$ cat src/rtl/sram_rr_arbiter.sv
// Round-robin arbiter sharing one SRAM bridge transaction port between two masters.
// One transaction in flight at a time; unanswered reads are released by a timeout.
module sram_rr_arbiter #(
  parameter int unsigned AW          = 20,
  parameter int unsigned DW          = 16,
  parameter int unsigned TIMEOUT_CYC = 64
) (
  input  logic              clock,
  input  logic              reset_n,
  input  logic [AW-1:0]     m0_address,
  input  logic [DW/8-1:0]   m0_byteenable,
  input  logic              m0_read,
  input  logic              m0_write,
  input  logic [DW-1:0]     m0_writedata,
  output logic              m0_waitrequest,
  output logic [DW-1:0]     m0_readdata,
  output logic              m0_readdataready,
  input  logic [AW-1:0]     m1_address,
  input  logic [DW/8-1:0]   m1_byteenable,
  input  logic              m1_read,
  input  logic              m1_write,
  input  logic [DW-1:0]     m1_writedata,
  output logic              m1_waitrequest,
  output logic [DW-1:0]     m1_readdata,
  output logic              m1_readdataready,
  output logic [AW-1:0]     s_address,
  output logic [DW/8-1:0]   s_byteenable,
  output logic              s_read,
  output logic              s_write,
  output logic [DW-1:0]     s_writedata,
  input  logic              s_waitrequest,
  input  logic [DW-1:0]     s_readdata,
  input  logic              s_readdataready,
  output logic [1:0]        grant,
  output logic              timeout_err
);

  localparam int unsigned CW = (TIMEOUT_CYC > 2) ? $clog2(TIMEOUT_CYC) : 1;

  typedef enum logic [1:0] {IDLE, CMD, RDWAIT} state_t;

  state_t        state, state_nxt;
  logic [1:0]    grant_nxt;
  logic          last, last_nxt;
  logic [CW-1:0] cnt, cnt_nxt;
  logic          terr_nxt;

  logic          g_read, g_write, req0, req1, timeout_hit, rd_done, in_cmd;

  // Granted master's command, selected by the one-hot owner
  assign g_read      = grant[1] ? m1_read : m0_read;
  assign g_write     = grant[1] ? m1_write : m0_write;
  assign req0        = m0_read | m0_write;
  assign req1        = m1_read | m1_write;
  assign in_cmd      = (state == CMD);
  assign timeout_hit = (state == RDWAIT) && (cnt == CW'(TIMEOUT_CYC - 1));
  assign rd_done     = (state == RDWAIT) && (s_readdataready || timeout_hit);

  always_ff @(posedge clock or negedge reset_n) begin
    if (!reset_n) begin
      state       <= IDLE;
      grant       <= 2'b00;
      last        <= 1'b1;
      cnt         <= '0;
      timeout_err <= 1'b0;
    end else begin
      state       <= state_nxt;
      grant       <= grant_nxt;
      last        <= last_nxt;
      cnt         <= cnt_nxt;
      timeout_err <= terr_nxt;
    end
  end

  always_comb begin
    state_nxt = state;
    grant_nxt = grant;
    last_nxt  = last;
    cnt_nxt   = cnt;
    terr_nxt  = timeout_err;
    case (state)
      IDLE: begin
        // On a tie the master that did not win last time gets the port
        if (req0 && (!req1 || last)) begin
          state_nxt = CMD;
          grant_nxt = 2'b01;
          last_nxt  = 1'b0;
        end else if (req1) begin
          state_nxt = CMD;
          grant_nxt = 2'b10;
          last_nxt  = 1'b1;
        end
      end
      CMD: begin
        if (!g_read && !g_write) begin
          state_nxt = IDLE;
          grant_nxt = 2'b00;
        end else if (!s_waitrequest) begin
          if (g_read) begin
            state_nxt = RDWAIT;
            cnt_nxt   = '0;
          end else begin
            state_nxt = IDLE;
            grant_nxt = 2'b00;
          end
        end
      end
      RDWAIT: begin
        cnt_nxt = cnt + CW'(1);
        if (s_readdataready || timeout_hit) begin
          state_nxt = IDLE;
          grant_nxt = 2'b00;
          if (!s_readdataready) terr_nxt = 1'b1;
        end
      end
      default: begin
        state_nxt = IDLE;
        grant_nxt = 2'b00;
      end
    endcase
  end

  // Slave command follows the owner only while in CMD; a read wins over a write
  always_comb begin
    s_address        = grant[1] ? m1_address : m0_address;
    s_byteenable     = grant[1] ? m1_byteenable : m0_byteenable;
    s_writedata      = grant[1] ? m1_writedata : m0_writedata;
    s_read           = in_cmd & g_read;
    s_write          = in_cmd & g_write & ~g_read;
    m0_waitrequest   = (in_cmd && grant[0]) ? s_waitrequest : 1'b1;
    m1_waitrequest   = (in_cmd && grant[1]) ? s_waitrequest : 1'b1;
    m0_readdataready = rd_done & grant[0];
    m1_readdataready = rd_done & grant[1];
    m0_readdata      = s_readdataready ? s_readdata : '0;
    m1_readdata      = s_readdataready ? s_readdata : '0;
  end

endmodule

$ cat config.mk
export PLATFORM = sky130hd
export DESIGN_NAME = sram_rr_arbiter
export DESIGN_NICKNAME = d
export VERILOG_FILES = /design/src/rtl/sram_rr_arbiter.sv
export SDC_FILE = /design/constraint.sdc
export NUM_CORES = 1
export LEC_CHECK = 0
export ABC_CLOCK_PERIOD_IN_PS = 2000
export CAP_MARGIN = 20
export CELL_PAD_IN_SITES_DETAIL_PLACEMENT = 0
export CELL_PAD_IN_SITES_GLOBAL_PLACEMENT = 1
export CORE_MARGIN = 4
export CORE_UTILIZATION = 17
export DETAILED_ROUTE_END_ITERATION = 12
export PLACE_DENSITY_LB_ADDON = 0.1
export SYNTH_ARGS = -nofsm -noshare
export SYNTH_HDL_FRONTEND = slang
export SYNTH_SLANG_ARGS = --single-unit
$ cat constraint.sdc
create_clock -name clock -period 2 [get_ports clock]
set_input_delay 0.2 -clock clock [delete_from_list [all_inputs] [get_ports clock]]
set_output_delay 0.2 -clock clock [all_outputs]
set_load 0.01 [all_outputs]
==> flow_summary.yaml, run 1 <==
run_status:
  status: "complete, no violations"
logic_synthesis:
  yosysUniqueCellTypes: 32
  synthArstFlopShare: 1.00
  yosysTopAreaCell: "mux2_2"
  synth_seq_cells: 12
  ys.warnings.count: 0
  syn-instance-count: 150
  post_synth_most_frequent_cells: "mux2_2 (38), buf_4 (17), and2_1 (16), nor2_1 (12), dfrtp_1 (11)"
  yosysSeqAreaShare: 0.222
  yosysTopAreaCellShare: 0.315
  syn_area_sq_um: 1360
  ys.flop_type: "dfrtp_1"
  synth-edff-count: 0
  synth.net_count: 251
  yosysMostFrequentCell: "mux2_2"
  syn_avg_cell_area_sq_um: 9.06
  synth_area_leaders: "mux2_2 (31%), dfrtp_1 (20%), buf_4 (9.4%)"
timing:
  tns_ps: 0
  setup_viol: 0
  holdWs_ps: 335
  maxSlewViolCount: 0
  fin_crit_ps: 1930
  finalHoldViolations: 0
  relSlewSlack: 0.612
  worstMarginPinSlew_ps: 581
  fin_crit_sh: 0.966
  finalClockSkew_ps: 1.78
  fin_ws_ps: 67.7
  max_freq_mhz: 518
power_and_ir_drop:
  power_mw: 2.44
  power.density_nw_per_um2: 736
  power_frac_comb: 0.719
  seqPwrFrac: 0.173
  clkPwrFrac: 0.108
  swShare: 0.362
  internal_power_mw: 1.56
  switchingPower_mw: 0.883
  p_leak_nw: 1.48
  peakVddDrop_uv: 358
layout:
  antenna_cells: 0
  nFillCells: 770
  layout-drive-gt1-share: 0.182
  final_core_util: 0.427
  multi_input_area_sq_um: 880
  area_delta_synth_final_pct: 144
  register_area_sq_um: 303
  fin_nets: 421
cts:
  clkLatencyLatePin_ps: 240
  cts_buffer_depth: 2
  cts-root-buf: "clkbuf_8"
  cts.hold.buffers_added: 0
  clock_sinks: 12
  cts_tree: "built"
  numCtsBuffers: 3
  htree_levels: 1
  clkSlewWorstSetupHoldPaths_ps: 50
worst_setup_path:
  crit_buf_inv: 2
  timing.rr.start: "grant[1]"
  cp_slowest_cell: "clkdlybuf4s50_1"
  cp.required_ps: 1800
  crit_family: "buffers and inverters"
  critPathMaxStageDelay_ps: 490
  path_cells: "bufbuf_16, mux2_2, clkdlybuf4s50_1"
  cp-end-kind: "output port"
  critPathLaunch: "grant[1]"
  worstPathArrival_ps: 1730
  critPathLaunchType: "flop"
  crit_type: "flop to output port"
  cp_max_fo: 10
place:
  hpwl_um: 5460
  dp_worst_setup_slack_ps: 40.1
  io_buffers: 178
  place_congestion: 0.781
global_route:
  gr-total-overflow: 0
  grt_pass1_wl_um: 9580
  grt_max_degree: 17
  grt_usage: 0.124
  antenna_found_initial: 0
  grt_pass1_vias: 1958
floorplanning:
  dieHeight_um: 97.4
  die-area_sq_um: 9490
  design.core.area_sq_um: 7770
  row_count: 32
  die_x_um: 97.4
  start_util: 0.175
  ioPinCount: 179
routing:
  wl_per_cell_um: 14.9
  drt_iter0_drc: 12
  ant_nets: 0
  avgViaCountPerCell: 4.26
  drt_pass1_iterations: 4
  num_vias: 1792
  drt_wl_total_um: 6270
  drcViolationCount: 0
job:
  drv_cap: 0
hold_path:
  hp-class: "input port to async pin"
-- power by group through the flow --
| stage | combinational, mW | sequential [mW] | clock [mW] |
|---|---|---|---|
| 2_1_floorplan | 0.867 | 0.409 | 0 |
| 3_3_place_gp | 1.76 | 0.449 | 0 |
| 3_5_place_dp | 1.75 | 0.446 | 0 |
| 4_1_cts | 1.81 | 0.424 | 0.273 |
| 5_1_grt | 1.89 | 0.438 | 0.289 |
| 6_report | 1.75 | 0.422 | 0.264 |
-- flip-flops by register name, summed over array words and instances (netlist names) --
name / cells
grant: 2
state: 2
timeout_err: 1
cnt: 6
last: 1
-- path summary, 6_finish.rpt --
| kind | slack, ps | cells past startpoint | end |
|---|---|---|---|
| worst max-delay path | 70 | 3 | s_address[11] |
| worst min-delay path | 340 | 1 | grant[0] |
| worst max register to register | 440 | 5 | grant[1] |
| worst min register to register | 470 | 1 | timeout_err |
| max in group asynchronous | 1250 | 1 | grant[1] |
| min in group clock | 360 | 2 | timeout_err |
-- logic make-up (layout without fill, tap and decap cells) --
kind of cell             Yosys count  after routing  synth area share
flip-flops                        12             12             0.222
buffers and inverters             27            196             0.133
AND/OR/NAND/NOR                   52             52             0.205
adder cells (fa/ha/maj)            1              1           0.00921
multiplexers                      40             40             0.330
XOR/XNOR                           4              4            0.0258
AO/OA/AOI/OAI                     14             14            0.0755
-- metrics by stage --
step                instances  cell area [sq um]
floorplan                 150               1360
global placement          414               3180
detailed placement        414               3180
CTS                       421               3260
global route              421               3310
finish                    421               3310
-- cell usage in the layout (no fill, tap or decap), types with 2 or more instances in the layout --
master           instances
nand4_1                  3
dlymetal6s2s_1          19
nand2b_1                 2
mux2_2                  38
clkdlybuf4s50_1        142
dfrtp_1                 10
buf_4                    7
inv_1                    4
clkbuf_8                 4
mux2i_1                  2
and2_1                  16
dlygate4sd2_1           17
nor2_1                  12
nor3_1                   4
a21oi_1                  3
buf_12                   2
o21ai_0                  4
xor2_1                   4
nand2_1                  8
-- layer usage --
metal	up-vias	wire, um	global-route usage
met5	-	0	0
met4	0	82	0.0309
met3	4	968	0.0653
met2	121	3030	0.226
met1	816	2190	0.123
li1	851	-	-
-- timing repair --
action / in CTS / in global routing
setup endpoints to repair: 20 / 26
gates resized for setup: 17 / 20
setup buffers: 2 / 0
gates cloned: 1 / 0
-- area by class of cell --
cell class,count,share of cell area
Sequential cell,12,0.0914
Timing Repair Buffer,188,0.583
Multi-Input combinational cell,111,0.265
Clock buffer,4,0.0166
Tap cell,102,0.0385
Inverter,4,0.00453
(Power assumes the default switching activity.)
==> run 2, diff against run 1 <==
ABC_CLOCK_PERIOD_IN_PS = unset   (was 2000)
==> results of run 2 <==
Same layout as run 1: the final DEF is identical, and so are final timing and power.
==> run 3, diff against run 2 <==
GPL_TIMING_DRIVEN = 0   (was unset)
==> run 3 against run 2 <==
Effect of this change:
- die area unchanged
- combinational power about the same
- worst hold slack got worse by 14 ps
- non-clock buffer count increased by 16
- via count increased by 1.3%
- first-iteration DRC count increased to 2.8 times the previous value
- register-to-register slack got worse by 70 ps
- highest routed layer unchanged
==> flow_summary.yaml, run 3 (synthesis results as in run 1) <==
timing:
  maxSlewViolCount: 0
  tns_ps: 0
  finalClockSkew_ps: 5.90
  setup_viol: 0
  worstMarginPinSlew_ps: 629
  fin_crit_ps: 1940
  finalHoldViolations: 0
  fin_ws_ps: 63.1
  relSlewSlack: 0.578
  holdWs_ps: 321
  fin_crit_sh: 0.968
  max_freq_mhz: 516
routing:
  avgViaCountPerCell: 4.15
  drcViolationCount: 0
  drt_iter0_drc: 34
  num_vias: 1815
  drt_wl_total_um: 6210
  ant_nets: 0
  drt_pass1_iterations: 5
  wl_per_cell_um: 14.2
floorplanning:
  die_x_um: 97.4
  die-area_sq_um: 9490
  ioPinCount: 179
  dieHeight_um: 97.4
  design.core.area_sq_um: 7770
  row_count: 32
  start_util: 0.175
layout:
  nFillCells: 772
  reg.largest.list: "cnt: 6 flops, grant: 2 flops, state: 2 flops"
  final_core_util: 0.439
  fin_nets: 437
  layout_commonest_cell: "clkdlybuf4s50_1"
  largest_register: "cnt"
  area_delta_synth_final_pct: 151
  most-common-layout-cells: "clkdlybuf4s50_1 (140), mux2_2 (38), buf_4 (19), dlygate4sd2_1 (19), dlymetal6s2s_1 (19)"
  layout-drive-gt1-share: 0.227
  antenna_cells: 0
  largest_register_ffs: 6
power_and_ir_drop:
  peakVddDrop_uv: 256
  p_leak_nw: 1.55
  power.density_nw_per_um2: 706
  power_mw: 2.41
global_route:
  grt_pass1_vias: 1914
  met2_usage: 0.214
  grt_max_degree: 13
  grt_most_used_layer: "met2"
  use_met1: 0.126
  antenna_found_initial: 0
  gr-total-overflow: 0
  grtUsageMet3: 0.0589
  grt_pass1_wl_um: 9470
  grt_usage: 0.121
worst_setup_path:
  rrSetupSlack_ps: 370
  cp.required_ps: 1800
  r2r-end: "grant[1]"
  reg2regPathDepth: 5
  cp_max_fo: 10
  critPathLaunch: "grant[1]"
  endpoint: "s_writedata[11]"
  crit_type: "flop to output port"
  timing.rr.start: "grant[1]"
  worstPathArrival_ps: 1740
  critPathLaunchType: "flop"
  cp-end-kind: "output port"
cts:
  cts.hold.buffers_added: 0
  cts_tree: "built"
  cts-root-buf: "clkbuf_8"
  clkLatencyLatePin_ps: 240
  numCtsBuffers: 3
  htree_levels: 1
  cts_buffer_depth: 2
  clkSlewWorstSetupHoldPaths_ps: 60
  clock_sinks: 12
place:
  io_buffers: 178
  hpwl_um: 5420
  place_congestion: 0.737
  dp_worst_setup_slack_ps: -194
hold_path:
  hp-class: "input port to async pin"
job:
  drv_cap: 0
run_status:
  status: "complete, no violations"
## run 3: cell types whose count changed in the layout (fill, tap and decap cells not counted), moves of 2 or more
cell	change
buf_4	+12
clkbuf_8	+3
buf_12	-2
buf_6	+2
clkdlybuf4s50_1	-2
dlygate4sd2_1	+2
## run 3: how the worst min path moves through the flow
stage                  end  slack, ps  cells past startpoint
2_1_floorplan       cnt[0]       -100                      0
6_report          grant[0]        320                      1
4_1_cts             cnt[1]        360                      1
5_1_grt           grant[0]        390                      1
3_3_place_gp   timeout_err        460                      1
3_5_place_dp   timeout_err        470                      1
## run 3: what timing repair did
action                     in CTS  in global routing
cloned                          0                  1
buffers inserted                0                  2
setup endpoints to repair      50                 22
resized for setup              31                 22
## run 3: power breakdown
| part | switching (mW) | internal (mW) | leakage (nW) |
|---|---|---|---|
| sequential | 0.0883 | 0.335 | 0.153 |
| clock | 0.0923 | 0.174 | 0.0288 |
| combinational | 0.707 | 1.01 | 1.37 |
| total | 0.888 | 1.52 | 1.55 |
## run 3: cell type report
| type | instances | area, sq um | share of cell area |
|---|---|---|---|
| inverter | 4 | 15.0 | 0.00440 |
| buffer | 23 | 199 | 0.0583 |
| clock buffer | 4 | 55.1 | 0.0161 |
| tap | 102 | 128 | 0.0374 |
| sequential | 12 | 303 | 0.0888 |
| timing repair buffer | 181 | 1830 | 0.535 |
| multi-input combinational | 111 | 886 | 0.260 |
## run 3: through the flow
step	cell area (sq um)	std cells
6_report	3410	437
5_1_grt	3410	437
4_1_cts	3340	434
3_5_place_dp	3270	430
3_3_place_gp	3270	430
2_1_floorplan	1360	150
## run 3: worst max-delay path, stage by stage, from the launching register on
cell	delay (ps)
dfrtp_1	380
buf_6	140
buf_6	150
mux2_2	330
clkdlybuf4s50_1	490
## run 3: per-layer routing
metal / part of all wire / vias to the layer above
met2: 0.47 / 123
met5: 0 / -
met1: 0.36 / 804
met3: 0.15 / 6
li1: - / 882
met4: 0.022 / 0
